[src/rtl/arb_pkg.sv]
// Shared definitions for the round-robin arbiter: state encoding and the
// index-width helper used to size grant indices and the rotating pointer.
package arb_pkg;

    typedef enum logic {
        ST_IDLE  = 1'b0,
        ST_GRANT = 1'b1
    } arb_state_e;

    // Width needed to index n requesters, never narrower than one bit.
    function automatic int clog2_min1(input int n);
        int w;
        w = 0;
        for (int i = 0; i < 31; i++) begin
            if ((32'sd1 <<< i) < n) begin
                w = i + 1;
            end
        end
        return (w < 1) ? 1 : w;
    endfunction

endpackage

[src/rtl/rr_pick.sv]
// Combinational round-robin winner selection: the lowest set request at or
// above the pointer wins; if none, the lowest set request overall wins.
module rr_pick
    import arb_pkg::*;
#(
    parameter int N_REQ     = 4,
    parameter int IDX_WIDTH = clog2_min1(N_REQ)
) (
    input  logic [N_REQ-1:0]     i_req,
    input  logic [IDX_WIDTH-1:0] i_ptr,
    output logic [N_REQ-1:0]     o_win_onehot,
    output logic [IDX_WIDTH-1:0] o_win_idx,
    output logic                 o_any
);

    logic [N_REQ-1:0] w_mask;
    logic [N_REQ-1:0] w_hi_req;
    logic [N_REQ-1:0] w_src;
    logic [N_REQ-1:0] w_low;
    logic             w_hi_any;

    // Priority window: positions from ptr upward are served before wrapping.
    always_comb begin
        w_mask = '0;
        for (int i = 0; i < N_REQ; i++) begin
            w_mask[i] = (i >= int'(i_ptr));
        end
    end

    assign w_hi_req = i_req & w_mask;
    assign w_hi_any = |w_hi_req;
    assign w_src    = w_hi_any ? w_hi_req : i_req;
    // Two's-complement trick isolates the lowest set bit of the chosen window.
    assign w_low    = w_src & (~w_src + {{(N_REQ-1){1'b0}}, 1'b1});

    // Binary encoding of the one-hot winner.
    always_comb begin
        o_win_idx = '0;
        for (int i = 0; i < N_REQ; i++) begin
            if (w_low[i]) begin
                o_win_idx = o_win_idx | IDX_WIDTH'(i);
            end else begin
                o_win_idx = o_win_idx;
            end
        end
    end

    assign o_win_onehot = w_low;
    assign o_any        = |i_req;

endmodule

[src/rtl/rr_arbiter.sv]
// Round-robin arbiter with a registered valid/ready grant; the pointer moves
// only on a handshake, and a handshake re-arbitrates without a bubble.
module rr_arbiter
    import arb_pkg::*;
#(
    parameter int N_REQ     = 4,
    parameter int IDX_WIDTH = clog2_min1(N_REQ)
) (
    input  logic                 clk,
    input  logic                 rst_n,
    input  logic [N_REQ-1:0]     req,
    input  logic                 gnt_ready,
    output logic                 gnt_valid,
    output logic [N_REQ-1:0]     gnt_onehot,
    output logic [IDX_WIDTH-1:0] gnt_idx
);

    arb_state_e           r_state;
    logic [IDX_WIDTH-1:0] r_ptr;
    logic [N_REQ-1:0]     r_onehot;
    logic [IDX_WIDTH-1:0] r_idx;

    arb_state_e           w_state_nxt;
    logic [IDX_WIDTH-1:0] w_ptr_nxt;
    logic [N_REQ-1:0]     w_onehot_nxt;
    logic [IDX_WIDTH-1:0] w_idx_nxt;

    logic                 w_hs;
    logic [IDX_WIDTH-1:0] w_ptr_inc;
    logic [IDX_WIDTH-1:0] w_pick_ptr;
    logic [N_REQ-1:0]     w_win_onehot;
    logic [IDX_WIDTH-1:0] w_win_idx;
    logic                 w_any;

    assign w_hs      = (r_state == ST_GRANT) & gnt_ready;
    assign w_ptr_inc = (r_idx == IDX_WIDTH'(N_REQ - 1)) ? '0 : (r_idx + IDX_WIDTH'(1));
    // On a handshake the arbitration must already see the advanced pointer.
    assign w_pick_ptr = w_hs ? w_ptr_inc : r_ptr;

    rr_pick #(
        .N_REQ     (N_REQ),
        .IDX_WIDTH (IDX_WIDTH)
    ) u_pick (
        .i_req        (req),
        .i_ptr        (w_pick_ptr),
        .o_win_onehot (w_win_onehot),
        .o_win_idx    (w_win_idx),
        .o_any        (w_any)
    );

    // Next state, pointer and grant contents.
    always_comb begin
        w_state_nxt  = r_state;
        w_ptr_nxt    = r_ptr;
        w_onehot_nxt = r_onehot;
        w_idx_nxt    = r_idx;
        case (r_state)
            ST_IDLE: begin
                if (w_any) begin
                    w_state_nxt  = ST_GRANT;
                    w_onehot_nxt = w_win_onehot;
                    w_idx_nxt    = w_win_idx;
                end else begin
                    w_state_nxt  = ST_IDLE;
                end
            end
            ST_GRANT: begin
                if (gnt_ready) begin
                    w_ptr_nxt = w_ptr_inc;
                    if (w_any) begin
                        w_state_nxt  = ST_GRANT;
                        w_onehot_nxt = w_win_onehot;
                        w_idx_nxt    = w_win_idx;
                    end else begin
                        w_state_nxt  = ST_IDLE;
                        w_onehot_nxt = '0;
                        w_idx_nxt    = '0;
                    end
                end else begin
                    w_state_nxt = ST_GRANT;
                end
            end
            default: begin
                w_state_nxt  = ST_IDLE;
                w_ptr_nxt    = '0;
                w_onehot_nxt = '0;
                w_idx_nxt    = '0;
            end
        endcase
    end

    // State, pointer and output registers.
    always_ff @(posedge clk or negedge rst_n) begin
        if (!rst_n) begin
            r_state  <= ST_IDLE;
            r_ptr    <= '0;
            r_onehot <= '0;
            r_idx    <= '0;
        end else begin
            r_state  <= w_state_nxt;
            r_ptr    <= w_ptr_nxt;
            r_onehot <= w_onehot_nxt;
            r_idx    <= w_idx_nxt;
        end
    end

    assign gnt_valid  = (r_state == ST_GRANT);
    assign gnt_onehot = r_onehot;
    assign gnt_idx    = r_idx;

endmodule

[config.mk]
export PLATFORM = sky130hd
export DESIGN_NAME = rr_arbiter
export DESIGN_NICKNAME = d
export VERILOG_FILES = /design/src/rtl/arb_pkg.sv /design/src/rtl/rr_pick.sv /design/src/rtl/rr_arbiter.sv
export SDC_FILE = /design/constraint.sdc
export NUM_CORES = 1
export LEC_CHECK = 0
export CAP_MARGIN = 30
export CELL_PAD_IN_SITES_DETAIL_PLACEMENT = 0
export CELL_PAD_IN_SITES_GLOBAL_PLACEMENT = 1
export CORE_UTILIZATION = 36
export CTS_BUF_LIST = sky130_fd_sc_hd__clkbuf_8
export DETAILED_ROUTE_END_ITERATION = 8
export PLACE_DENSITY = 0.78
export SLEW_MARGIN = 15
export SYNTH_ARGS = -nofsm -noshare
export SYNTH_HDL_FRONTEND = slang
export SYNTH_SLANG_ARGS = --single-unit
export TNS_END_PERCENT = 1
[constraint.sdc]
create_clock -name clk -period 2.1 [get_ports clk]
set_input_delay 0.21 -clock clk [delete_from_list [all_inputs] [get_ports clk]]
set_output_delay 0.21 -clock clk [all_outputs]
set_load 0.01 [all_outputs]
Yosys cells after proc, flatten, opt, wreduce, memory -nomap -nowiden. Index checks and enable logic that the tools add are counted.

$lt $le $gt $ge: 3. Reduce and logical (&&, ||, !) cells: 4. Mux-type cells: 17. Equality and inequality tests: 3. Add/sub/neg operators: 2. Bitwise gates (word level): 5.

Operators with widths (number): $mux W4 (4); $mux W2 (7); $and A4 B4 Y4 (2); $pmux W4 S2 (1); $reduce_or A4 Y1 (2); $add A4 B1 Y4 const B (1); $ge A1 B2 Y1 const A (2); $not A4 Y4 (1); $pmux W2 S2 (1); $reduce_and A2 Y1 (2); $mux W1 (3); $add A2 B1 Y2 const B (1); $eq A2 B2 Y1 const B (1); $ge A2 B2 Y1 const A (1); $ne A2 B1 Y1 const B (1); $ne A2 B2 Y1 const B (1); $pmux W1 S2 (1); $and A1 B1 Y1 (1); $not A1 Y1 (1).

Output and inout bits: 7. Bits of input ports: 7. Flip-flop bits (word level): 9.

Longest topological paths before layout.
Depth in word-level cells: 16. Depth in mapped cells: 7.

Cells and area by module. A second synthesis with hierarchy kept.

Cell total of the unflattened synthesis: 74. Area total of the unflattened synthesis: 696.9 um2.

By module, submodules not included: rr_arbiter (cells each 41, area each 469.2 um2, times used 1); rr_pick (cells each 33, area each 227.7 um2, times used 1).

Worst setup path after synthesis. OpenSTA, ideal clock, no wires.

Kind: reg-to-reg. Start: register r_idx[0], in the netlist gnt_idx[0]. End: register r_onehot[0], in the netlist gnt_onehot[0]. Cell stages (with the launch flop): 8. Slack: 378 ps. Library setup time: 122 ps. Arrival time: 1601 ps. Data required time: 1978 ps. Cells stage by stage: dfrtp_1 ha_1 nand3_1 and2_4 inv_4 o21ai_2 a32o_2 a32o_1.

Cells in the longest elaborated chain, start to end: 13. Elaborated cells on any way between the ends: 17. Those cells by class: add/sub (2); order compare (3); eq/ne (1); mux (7); bitwise (3); reduce/logical (1).

RTL lines: start: declaration (RTL line rr_arbiter.sv:21) `logic [IDX_WIDTH-1:0] r_idx;`; start signal: assignment (RTL line rr_arbiter.sv:103) `r_idx <= w_idx_nxt;`; $add A2 B1 Y2 or $eq A2 B2 Y1 (tied branches) (RTL line rr_arbiter.sv:36) `assign w_ptr_inc = (r_idx == IDX_WIDTH'(N_REQ - 1)) ? '0 : (r_idx + IDX_WIDTH'(1));`; $mux W2 * (RTL line rr_arbiter.sv:36); via w_ptr_inc[1] (RTL line rr_arbiter.sv:29) `logic [IDX_WIDTH-1:0] w_ptr_inc;`; $mux W2 * (RTL line rr_arbiter.sv:38) `assign w_pick_ptr = w_hs ? w_ptr_inc : r_ptr;`; $ge A1 B2 Y1 or $ge A2 B2 Y1 (tied branches) (RTL line rr_pick.sv:26) `w_mask[i] = (i >= int'(i_ptr));`; $and A4 B4 Y4 * (RTL line rr_pick.sv:30) `assign w_hi_req = i_req & w_mask;`; $reduce_or A4 Y1 (RTL line rr_pick.sv:31) `assign w_hi_any = |w_hi_req;`; $mux W4 * (RTL line rr_pick.sv:32) `assign w_src = w_hi_any ? w_hi_req : i_req;`; $not A4 Y4 (RTL line rr_pick.sv:34) `assign w_low = w_src & (~w_src + {{(N_REQ-1){1'b0}}, 1'b1});`; $add A4 B1 Y4 (RTL line rr_pick.sv:34); $and A4 B4 Y4 * (RTL line rr_pick.sv:34); $mux W4 (RTL line rr_arbiter.sv:70) `if (w_any) begin`; $mux W4 (RTL line rr_arbiter.sv:68) `if (gnt_ready) begin`; $pmux W4 S2 * (RTL line rr_arbiter.sv:57) `case (r_state)`; end signal: assignment (RTL line rr_arbiter.sv:102) `r_onehot <= w_onehot_nxt;`; end: declaration (RTL line rr_arbiter.sv:20) `logic [N_REQ-1:0] r_onehot;`.

Mark *: on every way through the listed nets, which the timed path passes. The rest lies on a longest branch. The select of a mux whose other input is x is not followed. A chain may end at the register's enable or synchronous reset.

Final worst setup path. Ends and elaborated chain as after synthesis.

==> impl_summary.log <==
[metrics] total routing resource utilization after global routing: 0.185
[metrics] initial antenna violation count: 0
[metrics] Max Fanout on Critical Path: 4
[metrics] Final min period: 1.77 ns
[metrics] layout overhead on the synthesized area: 42.7%
[metrics] num ports: 14
[metrics] maximum single-stage delay on the critical path: 0.41 ns
[metrics] Crit path required time: 2.23 ns
[metrics] slew margin rel.: 0.698
[metrics] maximum capacitance violations: 0
[metrics] Port Buf Inserts: 13
[metrics] worst-case vdd ir drop: 0.624 mV
[metrics] skew final: 0.00197 ns
[metrics] power density of the placed cells: 1170 nW/um2
[metrics] Critical Path, Cell by Cell: ha_1 -> nand3_1 -> and2_4 -> inv_4 -> o21ai_2 -> a32o_2 -> a32o_1
[metrics] total power: 0.849 mW
[metrics] Core Rows: 13
[metrics] Setup TNS: 0 ns
[metrics] clock tree from TritonCTS: done
[metrics] via total after detailed routing: 453
[metrics] part of the cycle the worst path needs: 0.844
[metrics] wire per inst: 14.5 um
[metrics] Seq/Total Area, Yosys: 0.444
[metrics] Clk Latency, worst-skew pair: 0.24 ns
[metrics] Critical Path Sink Type: register
[metrics] Initial Util: 0.389
[metrics] slowest cell on the critical path: sky130_fd_sc_hd__dfrtp_1
[metrics] root buf cell: sky130_fd_sc_hd__clkbuf_8
[metrics] post-detailed-route count of antenna-violating nets: 0
[metrics] total detailed-routing wirelength: 1190 um
[metrics] worst-case setup slack after placement: 0.214 ns
[metrics] Final Wtd Congestion: 0.864
[metrics] number of failing hold endpoints at the final stage: 0
[metrics] actual transition at the worst max-transition pin: 0.452 ns
[metrics] CTS Buf Count: 3
[metrics] ratio of cells with drive above 1 in the final layout: 0.224
[metrics] post-synthesis cell count: 47
[metrics] unique cell type count in the Yosys netlist: 29
[metrics] CP top delay family: compound AO/OA/AOI/OAI gates
[metrics] maximum number of pins on one net before global-route repair: 10
[metrics] category of the worst setup path launch point: register
[metrics] Final Max Slew Viols: 0
[metrics] data arrival time at the worst-slack endpoint: 1.90 ns
[metrics] non-filler cells, final: 82
[metrics] deepest clock path buffer count: 2
[metrics] total inserted antenna cells: 0
[metrics] via count of the first global-routing pass: 416
[metrics] CTS Sinks: 9
[metrics] Static Leak: 0.304 nW
[metrics] Worst-path clk slew: 0.05 ns
[metrics] number of synthesized register bits: 9
[metrics] die extent in y: 39.5 um
[metrics] Die Area: 1560 um2
[metrics] DR iter-0 viols: 7
[metrics] unrepaired setup endpoints after global routing: false
[metrics] setup violation total in the final timing report: 0
[metrics] Setup CP Type: register to register
[metrics] Layout Nets: 76
[metrics] sum of net half-perimeters after detailed placement: 891 um
[metrics] mean post-synth cell area: 10.8 um2
[metrics] drt first pass iters: 4
[metrics] upper clock frequency limit: 564 MHz
[metrics] ratio of routed vias to standard cells: 5.52
[metrics] post-CTS setup buffers: 0
[metrics] R2R setup slack: 0.33 ns
[metrics] total gr overflow: 0
[metrics] WP buf/inv: 1
[metrics] hold bufs inserted after CTS: 0
[metrics] Hold Crit Class: input pin to async pin
[metrics] synth warn: 0
[metrics] Placed Cells incl. Taps: 78
[metrics] area of the placeable core: 1300 um2
[metrics] PostCTS Resize Cnt: 0
[metrics] wire length of the first global-routing pass: 1840 um
[metrics] DRC Markers: 0
[metrics] outcome: complete, no violations
[metrics] total number of H-tree levels: 1
[metrics] post-synthesis instance area: 507 um2
[metrics] synthesized netlist net count: 55
[metrics] die extent in x: 39.5 um
[metrics] setup ws final: 0.328 ns
-- area by class of cell --
class | count | area [um2]
flip-flops and latches | 9 | 225
inverters | 2 | 10.0
fillers | 130 | 578
well taps | 15 | 18.8
multi-input cells | 36 | 272
clock inverters | 1 | 3.75
repair buffers | 16 | 153
clock buffers | 3 | 41.3
-- sequential cells by signal, indices dropped and copies added (netlist names) --
signal and flops:
gnt_idx 2, gnt_onehot 4, gnt_valid 1, r_ptr 2
-- power breakdown --
part           total (mW)  leakage (nW)  switching (mW)  internal [mW]
registers           0.268         0.110          0.0371          0.230
clock network       0.201        0.0269          0.0736          0.128
logic               0.380         0.167           0.186          0.194
total               0.849         0.304           0.297          0.552
-- cell families (layout without fill, tap and decap cells) --
logic type	after synthesis	after routing	synth area share
AOI/OAI and AO/OA	20	20	0.321
and+or+nand+nor	14	14	0.146
DFF	9	9	0.444
buffers and inverters	2	22	0.0198
adders and majority gates	1	1	0.0247
muxes	1	1	0.0444
-- placed cells by master (no fill, tap or decap), types with 2 or more instances in the layout --
cell                               n
sky130_fd_sc_hd__buf_4             3
sky130_fd_sc_hd__o21ai_2           2
sky130_fd_sc_hd__a32o_1            2
sky130_fd_sc_hd__clkdlybuf4s50_1  13
sky130_fd_sc_hd__nand2_1           5
sky130_fd_sc_hd__o21ai_1           3
sky130_fd_sc_hd__clkbuf_8          3
sky130_fd_sc_hd__dfrtp_1           9
sky130_fd_sc_hd__nand3_1           2
sky130_fd_sc_hd__nand2b_1          2
-- path summary, 6_finish.rpt --
check	start	endpoint	cells after the start
setup / recovery	gnt_idx[0]$_DFFE_PN0P_	gnt_onehot[0]$_DFFE_PN0P_	7
hold / removal	rst_n	gnt_idx[0]$_DFFE_PN0P_	1
setup reg to reg	gnt_idx[0]$_DFFE_PN0P_	gnt_onehot[0]$_DFFE_PN0P_	7
hold reg to reg	gnt_onehot[0]$_DFFE_PN0P_	gnt_onehot[0]$_DFFE_PN0P_	1
max in group asynchronous	rst_n	r_ptr[0]$_DFFE_PN0N_	1
min in group clk	gnt_onehot[0]$_DFFE_PN0P_	gnt_onehot[0]$_DFFE_PN0P_	1
-- cell usage after synthesis --
| library cell | number | area (um2) |
|---|---|---|
| sky130_fd_sc_hd__a31oi_1 | 1 | 6.26 |
| sky130_fd_sc_hd__nor2_1 | 1 | 3.75 |
| sky130_fd_sc_hd__o22ai_2 | 1 | 12.5 |
| sky130_fd_sc_hd__inv_2 | 1 | 3.75 |
| sky130_fd_sc_hd__nand2b_1 | 2 | 12.5 |
| sky130_fd_sc_hd__a32o_1 | 2 | 20.0 |
| sky130_fd_sc_hd__nand2_1 | 5 | 18.8 |
| sky130_fd_sc_hd__a32o_2 | 1 | 11.3 |
| sky130_fd_sc_hd__or4_1 | 1 | 7.51 |
| sky130_fd_sc_hd__o21ai_2 | 2 | 17.5 |
| sky130_fd_sc_hd__a22o_1 | 1 | 8.76 |
| sky130_fd_sc_hd__nand2_2 | 1 | 6.26 |
| sky130_fd_sc_hd__nor2b_1 | 1 | 6.26 |
| sky130_fd_sc_hd__a21oi_1 | 1 | 5.00 |
| sky130_fd_sc_hd__o22ai_1 | 1 | 6.26 |
| sky130_fd_sc_hd__o31ai_1 | 1 | 7.51 |
| sky130_fd_sc_hd__and2_4 | 1 | 8.76 |
| sky130_fd_sc_hd__dfrtp_1 | 9 | 225 |
| sky130_fd_sc_hd__a21boi_0 | 1 | 7.51 |
| sky130_fd_sc_hd__o21ai_1 | 3 | 15.0 |
| sky130_fd_sc_hd__a2bb2oi_1 | 1 | 8.76 |
| sky130_fd_sc_hd__mux2i_4 | 1 | 22.5 |
| sky130_fd_sc_hd__a21boi_1 | 1 | 7.51 |
| sky130_fd_sc_hd__inv_4 | 1 | 6.26 |
| sky130_fd_sc_hd__ha_1 | 1 | 12.5 |
| sky130_fd_sc_hd__a32oi_1 | 1 | 8.76 |
| sky130_fd_sc_hd__nand3_1 | 2 | 10.0 |
| sky130_fd_sc_hd__a21bo_1 | 1 | 10.0 |
| sky130_fd_sc_hd__a311o_1 | 1 | 10.0 |
-- per-layer routing --
metal	global-route usage	part of all wire	wire, um
met5	0	0	0
met4	0.0776	0.019	23
met3	0.0341	0.031	37
met2	0.316	0.49	585
met1	0.222	0.46	545
-- metrics by stage --
step | util | area (um2) | hold WS, ns
6_report | 0.556 | 723 | 0.289
5_1_grt | 0.556 | 723 | 0.316
4_1_cts | 0.556 | 723 | 0.301
3_5_place_dp | 0.521 | 678 | 0.485
3_3_place_gp | 0.521 | 678 | 0.472
2_1_floorplan | - | 507 | -0.0856
(Power assumes the default switching activity.)
